## config.mk

```make
export PLATFORM = sky130hd
export DESIGN_NAME = hockey_core
export DESIGN_NICKNAME = d
export VERILOG_FILES = /design/src/rtl/hockey_pkg.sv /design/src/rtl/hockey_core_bcd_score_counter.sv /design/src/rtl/hockey_core.sv
export SDC_FILE = /design/constraint.sdc
export NUM_CORES = 1
export LEC_CHECK = 0
export CORE_ASPECT_RATIO = 0.75
export CORE_MARGIN = 2
export CORE_UTILIZATION = 26
export DETAILED_ROUTE_END_ITERATION = 8
export PLACE_DENSITY = 0.55
export SYNTH_ARGS = -nofsm -noshare
export SYNTH_HDL_FRONTEND = slang
export SYNTH_SLANG_ARGS = --single-unit
```

## constraint.sdc

```tcl
create_clock -name clk -period 3.1 [get_ports clk]
set_clock_uncertainty 0.05 [all_clocks]
set_input_delay 0.62 -clock clk [delete_from_list [all_inputs] [get_ports clk]]
set_output_delay 0.62 -clock clk [all_outputs]
set_load 0.03 [all_outputs]
```

## src/rtl/hockey_pkg.sv

```systemverilog
// Shared types and default geometry for the air-hockey game engine.
package hockey_pkg;

  typedef enum logic [2:0] {
    IDLE  = 3'd0,
    SERVE = 3'd1,
    PLAY  = 3'd2,
    MISS  = 3'd3,
    OVER  = 3'd4
  } state_t;

  typedef enum logic [1:0] {
    WIN_NONE = 2'b00,
    WIN_P1   = 2'b01,
    WIN_P2   = 2'b10
  } winner_t;

  localparam int SCORE_W = 7;

  localparam int DEF_H_RES        = 640;
  localparam int DEF_V_RES        = 480;
  localparam int DEF_BORDER       = 4;
  localparam int DEF_BALL_SIZE    = 16;
  localparam int DEF_PAD_H        = 64;
  localparam int DEF_PAD_W        = 26;
  localparam int DEF_P1_X         = 33;
  localparam int DEF_P2_X         = 581;
  localparam int DEF_PAD_STEP     = 8;
  localparam int DEF_VX_INIT      = 4;
  localparam int DEF_VX_MAX       = 8;
  localparam int DEF_WIN_SCORE    = 7;
  localparam int DEF_SERVE_FRAMES = 60;
  localparam int DEF_MISS_FRAMES  = 15;

endpackage

```

## src/rtl/hockey_core_bcd_score_counter.sv

```systemverilog
// Per-player score: BCD ones/tens for display plus a binary total for the win compare.
module bcd_score_counter
  import hockey_pkg::*;
(
  input  logic               clk,
  input  logic               rst_n,
  input  logic               clr,
  input  logic               inc,
  output logic [3:0]         ones,
  output logic [3:0]         tens,
  output logic [SCORE_W-1:0] count
);

  always_ff @(posedge clk or negedge rst_n) begin
    if (!rst_n) begin
      ones  <= '0;
      tens  <= '0;
      count <= '0;
    end else if (clr) begin
      ones  <= '0;
      tens  <= '0;
      count <= '0;
    end else if (inc) begin
      count <= count + SCORE_W'(1);
      if (ones == 4'd9) begin
        ones <= '0;
        tens <= (tens == 4'd9) ? '0 : tens + 4'd1;
      end else begin
        ones <= ones + 4'd1;
      end
    end
  end

endmodule

```

## src/rtl/hockey_core.sv

```systemverilog
// Air-hockey game engine: paddles, ball physics, scoring and match FSM,
// all advancing once per frame_tick.
module hockey_core
  import hockey_pkg::*;
#(
  parameter int H_RES        = DEF_H_RES,
  parameter int V_RES        = DEF_V_RES,
  parameter int BORDER       = DEF_BORDER,
  parameter int BALL_SIZE    = DEF_BALL_SIZE,
  parameter int PAD_H        = DEF_PAD_H,
  parameter int PAD_W        = DEF_PAD_W,
  parameter int P1_X         = DEF_P1_X,
  parameter int P2_X         = DEF_P2_X,
  parameter int PAD_STEP     = DEF_PAD_STEP,
  parameter int VX_INIT      = DEF_VX_INIT,
  parameter int VX_MAX       = DEF_VX_MAX,
  parameter int WIN_SCORE    = DEF_WIN_SCORE,
  parameter int SERVE_FRAMES = DEF_SERVE_FRAMES,
  parameter int MISS_FRAMES  = DEF_MISS_FRAMES
) (
  input  logic       clk,
  input  logic       rst_n,
  input  logic       frame_tick,
  input  logic       p1_up,
  input  logic       p1_dn,
  input  logic       p2_up,
  input  logic       p2_dn,
  input  logic       start,
  output logic [9:0] ball_x,
  output logic [8:0] ball_y,
  output logic [8:0] pad1_y,
  output logic [8:0] pad2_y,
  output logic [3:0] p1_ones,
  output logic [3:0] p1_tens,
  output logic [3:0] p2_ones,
  output logic [3:0] p2_tens,
  output logic [2:0] state,
  output logic       miss_flash,
  output logic [1:0] winner
);

  localparam int CNT_MAX = (SERVE_FRAMES > MISS_FRAMES) ? SERVE_FRAMES : MISS_FRAMES;
  localparam int CNT_W   = $clog2(CNT_MAX + 1);
  localparam int PAD_MAX = V_RES - PAD_H;

  localparam logic [9:0] X_CTR   = 10'((H_RES - BALL_SIZE) / 2);
  localparam logic [8:0] Y_CTR   = 9'((V_RES - BALL_SIZE) / 2);
  localparam logic [8:0] PAD_CTR = 9'((V_RES - PAD_H) / 2);

  localparam logic signed [11:0] X_GOAL_L = 12'(BORDER);
  localparam logic signed [11:0] X_GOAL_R = 12'(H_RES - BORDER - BALL_SIZE);
  localparam logic signed [11:0] P1_LO    = 12'(P1_X - BALL_SIZE);
  localparam logic signed [11:0] P1_FACE  = 12'(P1_X + PAD_W);
  localparam logic signed [11:0] P2_LO    = 12'(P2_X - BALL_SIZE);
  localparam logic signed [11:0] P2_HI    = 12'(P2_X + PAD_W);
  localparam logic signed [10:0] Y_MIN    = 11'(BORDER);
  localparam logic signed [10:0] Y_MAX    = 11'(V_RES - BORDER - BALL_SIZE);
  localparam logic signed [10:0] BS_S     = 11'(BALL_SIZE);
  localparam logic signed [10:0] PADH_S   = 11'(PAD_H);

  // Reset: asynchronous assert, deassert released through two flops.
  logic rst_meta, rst_sync_n;
  always_ff @(posedge clk or negedge rst_n) begin
    if (!rst_n) {rst_sync_n, rst_meta} <= 2'b00;
    else        {rst_sync_n, rst_meta} <= {rst_meta, 1'b1};
  end

  // Buttons: {start, p2_dn, p2_up, p1_dn, p1_up}
  logic [4:0] btn_meta, btn_sync;
  logic       start_d, start_pend, start_edge, start_go;

  always_ff @(posedge clk or negedge rst_sync_n) begin
    if (!rst_sync_n) begin
      btn_meta   <= '0;
      btn_sync   <= '0;
      start_d    <= 1'b0;
      start_pend <= 1'b0;
    end else begin
      btn_meta <= {start, p2_dn, p2_up, p1_dn, p1_up};
      btn_sync <= btn_meta;
      start_d  <= btn_sync[4];
      if (frame_tick)      start_pend <= 1'b0;
      else if (start_edge) start_pend <= 1'b1;
    end
  end

  assign start_edge = btn_sync[4] & ~start_d;
  assign start_go   = frame_tick & (start_pend | start_edge);

  state_t           state_q;
  winner_t          winner_q;
  logic [CNT_W-1:0] frame_cnt;
  logic [3:0]       vx;
  logic [2:0]       vy;
  logic             dir_x, dir_y, serve_right, p2_scored;
  logic [SCORE_W-1:0] p1_count, p2_count;

  function automatic logic [8:0] pad_move(input logic [8:0] p, input logic up, input logic dn);
    if (up && !dn) return (p < 9'(PAD_STEP)) ? '0 : p - 9'(PAD_STEP);
    if (dn && !up) return (p > 9'(PAD_MAX - PAD_STEP)) ? 9'(PAD_MAX) : p + 9'(PAD_STEP);
    return p;
  endfunction

  logic [8:0]         pad1_nx, pad2_nx;
  logic signed [11:0] nx;
  logic signed [10:0] ny, ny_c;
  logic signed [10:0] pad1_lo, pad1_hi, pad2_lo, pad2_hi;
  logic               goal_l, goal_r, wall_top, wall_bot, hit1, hit2;

  always_comb begin
    pad1_nx  = pad_move(pad1_y, btn_sync[0], btn_sync[1]);
    pad2_nx  = pad_move(pad2_y, btn_sync[2], btn_sync[3]);
    nx       = dir_x ? $signed(12'(ball_x)) + $signed(12'(vx))
                     : $signed(12'(ball_x)) - $signed(12'(vx));
    ny       = dir_y ? $signed(11'(ball_y)) + $signed(11'(vy))
                     : $signed(11'(ball_y)) - $signed(11'(vy));
    goal_l   = nx <= X_GOAL_L;
    goal_r   = nx >= X_GOAL_R;
    wall_top = ny <= Y_MIN;
    wall_bot = ny >= Y_MAX;
    ny_c     = wall_top ? Y_MIN : (wall_bot ? Y_MAX : ny);
    // Overlap of half-open spans, tested on the wall-clamped y against last frame's paddles.
    pad1_lo  = $signed(11'(pad1_y)) - BS_S;
    pad1_hi  = $signed(11'(pad1_y)) + PADH_S;
    pad2_lo  = $signed(11'(pad2_y)) - BS_S;
    pad2_hi  = $signed(11'(pad2_y)) + PADH_S;
    hit1     = !dir_x && (nx > P1_LO) && (nx < P1_FACE) && (ny_c > pad1_lo) && (ny_c < pad1_hi);
    hit2     =  dir_x && (nx > P2_LO) && (nx < P2_HI)   && (ny_c > pad2_lo) && (ny_c < pad2_hi);
  end

  always_ff @(posedge clk or negedge rst_sync_n) begin
    if (!rst_sync_n) begin
      state_q     <= IDLE;
      winner_q    <= WIN_NONE;
      frame_cnt   <= '0;
      ball_x      <= X_CTR;
      ball_y      <= Y_CTR;
      pad1_y      <= PAD_CTR;
      pad2_y      <= PAD_CTR;
      vx          <= 4'(VX_INIT);
      vy          <= 3'd2;
      dir_x       <= 1'b1;
      dir_y       <= 1'b1;
      serve_right <= 1'b1;
      p2_scored   <= 1'b0;
      miss_flash  <= 1'b0;
    end else if (frame_tick) begin
      if (state_q != OVER) begin
        pad1_y <= pad1_nx;
        pad2_y <= pad2_nx;
      end
      if (start_go) begin
        state_q     <= SERVE;
        winner_q    <= WIN_NONE;
        frame_cnt   <= CNT_W'(1);
        ball_x      <= X_CTR;
        ball_y      <= Y_CTR;
        vx          <= 4'(VX_INIT);
        vy          <= 3'd2;
        serve_right <= 1'b1;
        miss_flash  <= 1'b0;
      end else begin
        case (state_q)
          SERVE: begin
            if (frame_cnt >= CNT_W'(SERVE_FRAMES - 1)) begin
              state_q <= PLAY;
              vx      <= 4'(VX_INIT);
              vy      <= 3'd2;
              dir_x   <= serve_right;
              dir_y   <= 1'b1;
            end else begin
              frame_cnt <= frame_cnt + CNT_W'(1);
            end
          end
          PLAY: begin
            if (goal_l || goal_r) begin
              state_q     <= MISS;
              miss_flash  <= 1'b1;
              frame_cnt   <= CNT_W'(1);
              ball_x      <= goal_l ? 10'(BORDER) : 10'(H_RES - BORDER - BALL_SIZE);
              p2_scored   <= goal_l;
              serve_right <= goal_r;
            end else begin
              ball_y <= ny_c[8:0];
              if (hit1)      ball_x <= 10'(P1_X + PAD_W);
              else if (hit2) ball_x <= 10'(P2_X - BALL_SIZE);
              else           ball_x <= nx[9:0];
              if (hit1 || hit2) begin
                dir_x <= ~dir_x;
                vx    <= (vx >= 4'(VX_MAX)) ? 4'(VX_MAX) : vx + 4'd1;
              end
              // A moving paddle's spin overrides the wall bounce direction.
              if (hit1 && pad1_nx != pad1_y) begin
                vy    <= (vy >= 3'd2) ? 3'd4 : vy + 3'd2;
                dir_y <= pad1_nx > pad1_y;
              end else if (hit2 && pad2_nx != pad2_y) begin
                vy    <= (vy >= 3'd2) ? 3'd4 : vy + 3'd2;
                dir_y <= pad2_nx > pad2_y;
              end else if (wall_top) begin
                dir_y <= 1'b1;
              end else if (wall_bot) begin
                dir_y <= 1'b0;
              end
            end
          end
          MISS: begin
            if (frame_cnt >= CNT_W'(MISS_FRAMES - 1)) begin
              miss_flash <= 1'b0;
              if (p2_scored ? (p2_count == SCORE_W'(WIN_SCORE)) : (p1_count == SCORE_W'(WIN_SCORE))) begin
                state_q  <= OVER;
                winner_q <= p2_scored ? WIN_P2 : WIN_P1;
              end else begin
                state_q   <= SERVE;
                frame_cnt <= CNT_W'(1);
                ball_x    <= X_CTR;
                ball_y    <= Y_CTR;
              end
            end else begin
              frame_cnt <= frame_cnt + CNT_W'(1);
            end
          end
          default: ;
        endcase
      end
    end
  end

  logic p1_inc, p2_inc;
  assign p1_inc = frame_tick && !start_go && (state_q == PLAY) && !goal_l && goal_r;
  assign p2_inc = frame_tick && !start_go && (state_q == PLAY) && goal_l;

  bcd_score_counter u_score_p1 (
    .clk   (clk),
    .rst_n (rst_sync_n),
    .clr   (start_go),
    .inc   (p1_inc),
    .ones  (p1_ones),
    .tens  (p1_tens),
    .count (p1_count)
  );

  bcd_score_counter u_score_p2 (
    .clk   (clk),
    .rst_n (rst_sync_n),
    .clr   (start_go),
    .inc   (p2_inc),
    .ones  (p2_ones),
    .tens  (p2_tens),
    .count (p2_count)
  );

  assign state  = state_q;
  assign winner = winner_q;

endmodule
```

**Word-level counts from Yosys, hierarchy flattened**

Cells that the tools add are included.

- Word-level logic and storage cells: 260
- Register bits: 104
- Input port bits: 8
- Output and inout port bits: 59

- Equality and inequality tests: 25
- Bitwise logic cells: 6
- Magnitude comparators: 22
- Mux-type cells: 103
- Add/subtract/negate cells: 21
- Reduce and logical (&&, ||, !) cells: 57

Operator list:

| cell | number |
|---|---|
| 9-bit 2-to-1 mux | 16 |
| 4-bit 2-to-1 mux | 19 |
| 10-bit 2-to-1 mux | 7 |
| 11-bit 2-to-1 mux | 3 |
| 3-bit 2-to-1 mux | 10 |
| 6-bit 2-to-1 mux | 5 |
| 7-bit 2-to-1 mux | 4 |
| 5-bit AND reduction | 5 |
| 1-bit 2-to-1 mux | 24 |
| 3-bit inequality test (second input constant) | 8 |
| 11-bit by 10-bit > comparator with 1-bit output | 2 |
| 11-bit less-than comparator | 2 |
| 2-bit nonzero test | 11 |
| 4-bit by 1-bit adder with 4-bit output (second input constant) | 5 |
| 9-bit by 7-bit adder with 10-bit output (second input constant) | 2 |
| 10-bit case mux with 2 select lines | 1 |
| 9-bit by 5-bit subtractor with 10-bit output (second input constant) | 2 |
| 1-bit logical AND | 19 |
| 9-bit by 4-bit adder with 9-bit output (second input constant) | 2 |
| 9-bit > comparator | 2 |
| 9-bit > comparator (second input constant) | 2 |
| 9-bit by 4-bit less-than comparator with 1-bit output (second input constant) | 2 |
| 9-bit inequality test | 2 |
| 6-bit case mux with 3 select lines | 1 |
| other kinds (45) | 78 |

**Longest topological paths before layout**

Gate-level depths: netlist (run 1).

- Word-level depth: 14
- Depth in mapped cells: 21
- Mapped depth without buffers: 20

**By module**

From an unflattened synthesis (run 1), not the netlist that was laid out.

- Cells, all modules: 985
- Area total of the unflattened synthesis: 8451.9 µm²

Modules (own cells, without submodules):

| module | seq. area each (µm²) | times used | cells each | area each (µm²) |
|---|---|---|---|---|
| hockey_core | 1850.5 | 1 | 833 | 6875.3 |
| bcd_score_counter | 375.4 | 2 | 76 | 788.3 |

**Worst setup path after synthesis (run 1)**

No wires, ideal clock.

- Kind: reg-to-reg
- Start: register ball_y[2]
- End: register vx[1]
- Path slack: -1681 ps
- Clock period less this slack: 4781 ps
- Required time: 2928 ps
- Library setup time: 122 ps
- Stages on the path, launching flop included: 19
- Data arrival time: 4609 ps
- Buffers on the path: 0
- Cell sequence: dfrtp_1 -> ha_1 -> or4_4 -> or3_1 -> o2bb2ai_1 -> xnor2_1 -> nor2_1 -> a31oi_1 -> nand2_2 -> nor3_1 -> ha_1 -> nand2_1 -> nor3_1 -> a41o_1 -> a211o_1 -> nor4_2 -> nand4_2 -> a41o_1 -> a32o_1

- Cells in the longest elaborated chain, start to end: 11
- Elaborated cells between the ends (all ways): 18
- Classes of those cells: 2 x add/sub; 6 x order compare; 1 x eq/ne; 3 x mux; 6 x reduce/logical

RTL lines:

| what | line | source |
|---|---|---|
| start, declared | hockey_core.sv:30 | `output logic [8:0] ball_y,` |
| start signal, assigned | hockey_core.sv:184 | `ball_y <= ny_c[8:0];` |
| 9-bit by 3-bit subtractor with 10-bit output or 9-bit by 3-bit adder with 10-bit output (tied branches) | hockey_core.sv:116, hockey_core.sv:115 |  |
| 11-bit 2-to-1 mux * | hockey_core.sv:115 | `ny = dir_y ? $signed(11'(ball_y)) + $signed(11'(vy))` |
| 11-bit by 10-bit greater-or-equal comparator with 1-bit output | hockey_core.sv:120 | `wall_bot = ny >= Y_MAX;` |
| 11-bit 2-to-1 mux | hockey_core.sv:121 | `ny_c = wall_top ? Y_MIN : (wall_bot ? Y_MAX : ny);` |
| 11-bit 2-to-1 mux * | hockey_core.sv:121 |  |
| 11-bit by 10-bit > comparator with 1-bit output, on equally long branches | hockey_core.sv:127, hockey_core.sv:128 |  |
| 1-bit logical AND, on equally long branches (2 in a row) | hockey_core.sv:127, hockey_core.sv:128 |  |
| 1-bit logical OR * | hockey_core.sv:188 | `if (hit1 \|\| hit2) begin` |
| 3-bit inequality test (no source line) * | n/a |  |
| 5-bit AND reduction (no source line) * | n/a |  |
| end signal, assigned | hockey_core.sv:140 | `vx <= 4'(VX_INIT);` |
| end signal, assigned | hockey_core.sv:158 | `vx <= 4'(VX_INIT);` |
| end signal, assigned | hockey_core.sv:190 | `vx <= (vx >= 4'(VX_MAX)) ? 4'(VX_MAX) : vx + 4'd1;` |
| end, declared | hockey_core.sv:93 | `logic [3:0] vx;` |

Every way passes the cells marked *; elsewhere a longest branch is shown, timed or not.
A chain may end at the register's enable or synchronous reset.

**Worst setup path after layout (run 1)**

- Start: register vy[2]
- End: register vy[2]

- Cells in the longest elaborated chain, start to end: 13
- Elaborated cells between the ends (all ways): 27
- Classes of those cells: 3 x add/sub; 7 x order compare; 1 x eq/ne; 9 x mux; 7 x reduce/logical

RTL lines:

| what | line | source |
|---|---|---|
| start, declared | hockey_core.sv:94 | `logic [2:0] vy;` |
| start signal, assigned | hockey_core.sv:194 | `vy <= (vy >= 3'd2) ? 3'd4 : vy + 3'd2;` |
| start signal, assigned | hockey_core.sv:197 | `vy <= (vy >= 3'd2) ? 3'd4 : vy + 3'd2;` |
| 9-bit by 3-bit subtractor with 10-bit output or 9-bit by 3-bit adder with 10-bit output (tied branches) | hockey_core.sv:116, hockey_core.sv:115 |  |
| 11-bit 2-to-1 mux | hockey_core.sv:115 |  |
| 11-bit by 10-bit greater-or-equal comparator with 1-bit output | hockey_core.sv:120 |  |
| 11-bit 2-to-1 mux (2 in a row) | hockey_core.sv:121 |  |
| 11-bit by 10-bit > comparator with 1-bit output | hockey_core.sv:127 | `hit1 = !dir_x && (nx > P1_LO) && (nx < P1_FACE) && (ny_c > pad1_lo) && (ny_c < pad1_hi);` |
| 1-bit logical AND (2 in a row) | hockey_core.sv:127 |  |
| 1-bit logical AND | hockey_core.sv:193 | `if (hit1 && pad1_nx != pad1_y) begin` |
| 3-bit 2-to-1 mux | hockey_core.sv:193 |  |
| 3-bit 2-to-1 mux | hockey_core.sv:176 | `if (goal_l \|\| goal_r) begin` |
| 3-bit case mux with 2 select lines | hockey_core.sv:163 | `case (state_q)` |
| 3-bit 2-to-1 mux | hockey_core.sv:152 | `if (start_go) begin` |

Several ways; a longest one is shown, not always the timed one. The select of a mux whose other input is x is not followed.

==> summary.md, run 1 <==
| Metric | Value |
|---|---|
| Port bufs | `66` |
| Vias in the first global route | `8415` |
| Fin crit share | `150.8%` |
| Final setup vio count | `66` |
| Routed vias | `8507` |
| # diodes | `0` |
| CTS clock-pin slew for the worst setup and hold paths | `0.08 ns` |
| Max Clk Rate | `0.2139 GHz` |
| Htree depth | `3` |
| Clock sink count | `103` |
| Area delta synth->final | `56.11%` |
| Reg-to-Reg Start | `vy[2]` |
| Die Width | `212.7 um` |
| Final core utilization | `41.04%` |
| Largest net degree at the start of global routing | `49` |
| Synth top area share | `24.75%` |
| Rows | `57` |
| Final setup TNS | `-32.41 ns` |
| Kind of start point of the critical path | `flop` |
| RSZ-0062 raised after global routing | `yes` |
| Cts hold-fix bufs | `0` |
| Tightest Hold Check Type | `flop to flop` |
| Placement Setup Slack | `-1.644 ns` |
| Synth warn | `0` |
| Syn Inst Count | `961` |
| Worst EP arrival | `4.96 ns` |
| DRC errors left | `0` |
| Most frequent cell after synthesis | `ha_1` |
| Core area | `32310 um2` |
| IR drop worst, VDD | `0.0002729 V` |
| Root Buffer | `clkbuf_16` |
| CP max FO | `4` |
| Crit path kind | `flop to flop` |
| Fraction of registers with async set/reset | `100.0%` |
| Clock buffer depth | `2` |
| Clock latency on the worst-skew pair | `0.38 ns` |
| Area leader, netlist | `dfrtp_1` |
| # nets final | `1403` |
| Post-route setup slack | `-1.576 ns` |
| Violated checks | `setup timing` |
| Status | `finished with violations` |
| Top post-synthesis cells by area | `dfrtp_1 25%, ha_1 13%, dfstp_2 5.9%, a21oi_1 4.1%, nand2_1 3.8%` |
| Initial Utilization | `26.29%` |
| P_leak | `5.859 nW` |
| Vert. Die Dim | `160.5 um` |
| Ys flop type | `dfrtp_1` |
| Seq/Total Area, Yosys | `30.62%` |
| Share of layout cells above drive strength 1 | `39.13%` |
| Min-delay src | `rst_meta` |
| Synth top cells by count | `91 x ha_1, 87 x nand2_1, 84 x dfrtp_1, 77 x nor2_1, 70 x a21oi_1` |
| Die area | `34150 um2` |
| Vias/cell | `4.867` |
| Maxcap violations | `0` |
| Critical Path RT | `3.38 ns` |
| EDFF count, synth | `0` |
| Total CTS buffers | `9` |
| Global-route wire length before repair | `45040 um` |
| Routed WL per cell | `16.18 um` |
| Layout filler cell count | `3140` |
| Gr usage total | `16.76%` |
| Worst slew pin tran | `0.7463 ns` |
| Netlist Area Pre-Place | `8494 um2` |
| DP HPWL | `20740 um` |
| Total Wirelength | `28290 um` |
| Post-route ant nets | `0` |
| Synthesized area per cell | `8.839 um2` |
| GP Congestion | `0.8495` |
| Synth unique cells | `100` |
| Worst Setup End Kind | `flop` |
| CTS tree | `done` |
| Final hold violations | `0` |
| Tmin final | `4.676 ns` |
| IO Count | `67` |
| Slew margin rel. | `50.25%` |
| CP Launch Point | `vy[2]` |
| Final slew viol count | `0` |
| Post-synthesis register bit count | `103` |
| First-pass DRT Iterations | `5` |
| Initial DRC Count | `550` |
| Antenna violations before repair | `0` |
| Power density cells | `444.1 nW/um2` |
| Grt total ovfl | `0` |
critical path: stages (launching register included):
cell and delay [ns]:
dfrtp_1 0.38, inv_2 0.07, ha_4 0.16, or4_4 0.44, or3_4 0.39, o2bb2ai_4 0.15
xnor2_2 0.11, and3_4 0.21, a21bo_4 0.26, a21oi_4 0.22, buf_4 0.15, buf_4 0.09
ha_1 0.23, a21oi_1 0.16, nor2b_1 0.07, o21ai_2 0.14, nand4_1 0.12, nor3_2 0.26
o2111ai_2 0.19, buf_4 0.19, o22ai_4 0.18, nor4b_4 0.28, a21o_1 0.12
cell type report:
class	instances	area [um2]	share of cell area (%)
tap	442	553.0	4.171
timing repair buffer	358	3050	23.00
clock buffer	9	225.2	1.698
inverter	53	198.9	1.500
clock inverter	7	98.84	0.7454
sequential	103	2611	19.69
multi-input combinational	776	6523	49.19
cells by family (layout without fill, tap and decap cells):
kind of cell | count (synthesis) | in the layout | share of synthesized area [%]
flip-flops | 103 | 103 | 30.62
adder cells (fa/ha/maj) | 94 | 94 | 14.11
buffers and inverters | 88 | 427 | 4.110
multiplexers | 24 | 24 | 3.182
other | 2 | 8 | 0.08841
AND/OR/NAND/NOR | 353 | 353 | 22.26
XOR/XNOR | 42 | 42 | 4.419
AO/OA/AOI/OAI | 255 | 255 | 21.21
flip-flops by register name, summed over array words and instances, names as in the netlist, 2 cells and up:
signal and flops:
btn_meta 5, u_score_p2.ones 4, pad1_y 9, pad2_y 9, u_score_p1.ones 4, u_score_p2.count 7, u_score_p1.count 7, u_score_p2.tens 4
u_score_p1.tens 4, btn_sync 5, vy 2, ball_y 9, ball_x 10, state 3, winner 2, vx 4
frame_cnt 6
where the power goes:
group / internal, mW / switching (mW)
registers: 1.47 / 0.108
logic: 1.41 / 1.60
clock network: 0.655 / 0.644
cells in the final DEF (no fill, tap or decap), drive strengths merged, types with 12 or more instances in the layout:
cell type and instances:
buf 292, ha 91, nand2 89, dfrtp 84, nor2 83, a21oi 72, clkdlybuf4s50 66, inv 56
o21ai 42, nand3 36, xnor2 31, nor3 24, and2 20, a31oi 20, dfstp 19, nor2b 17
nand4 13, and3 13, mux2i 13, nor4 13, nand2b 12
timing repair:
item                                    4_1_cts  5_1_grt
endpoints found under the setup margin       66       66
pin swaps                                    89       66
hold endpoints to repair                      0        0
gates cloned                                  2        0
gates resized for setup                     118       69
setup buffers                                49       25
routing by layer:
metal,global-route usage (%),wire [um]
met5,0,0
met4,3.115,284
met3,4.106,1363
met2,25.62,12660
met1,24.02,13980
path summary, 6_finish.rpt:
path                              endpoint  slack (ns)  cells past startpoint
max in group asynchronous        pad1_y[4]        1.90                      1
worst min register to register  rst_sync_n        0.30                      0
min in group asynchronous         rst_meta        0.34                      1
worst max-delay path                 vy[2]       -1.58                     22
worst min-delay path            rst_sync_n        0.30                      0
worst max register to register       vy[2]       -1.58                     22
through the flow:
stage / cells / hold slack (ns) / total power, mW / cell area (um2)
floorplan: 967 / 0.2744 / 3.198 / 8780
global placement: 1661 / 0.2841 / 4.318 / 11540
detailed placement: 1661 / 0.2847 / 4.323 / 11540
CTS: 1726 / 0.3079 / 5.813 / 12800
global route: 1748 / 0.3196 / 6.345 / 13260
finish: 1748 / 0.3039 / 5.888 / 13260
No activity file was read; power rests on OpenSTA's default activity.
==> inputs of run 2 (changes only) <==
Settings changed: ABC_AREA set to 0.
==> results of run 2 <==
The final DEF is identical to that of run 1; final timing and power are the same.
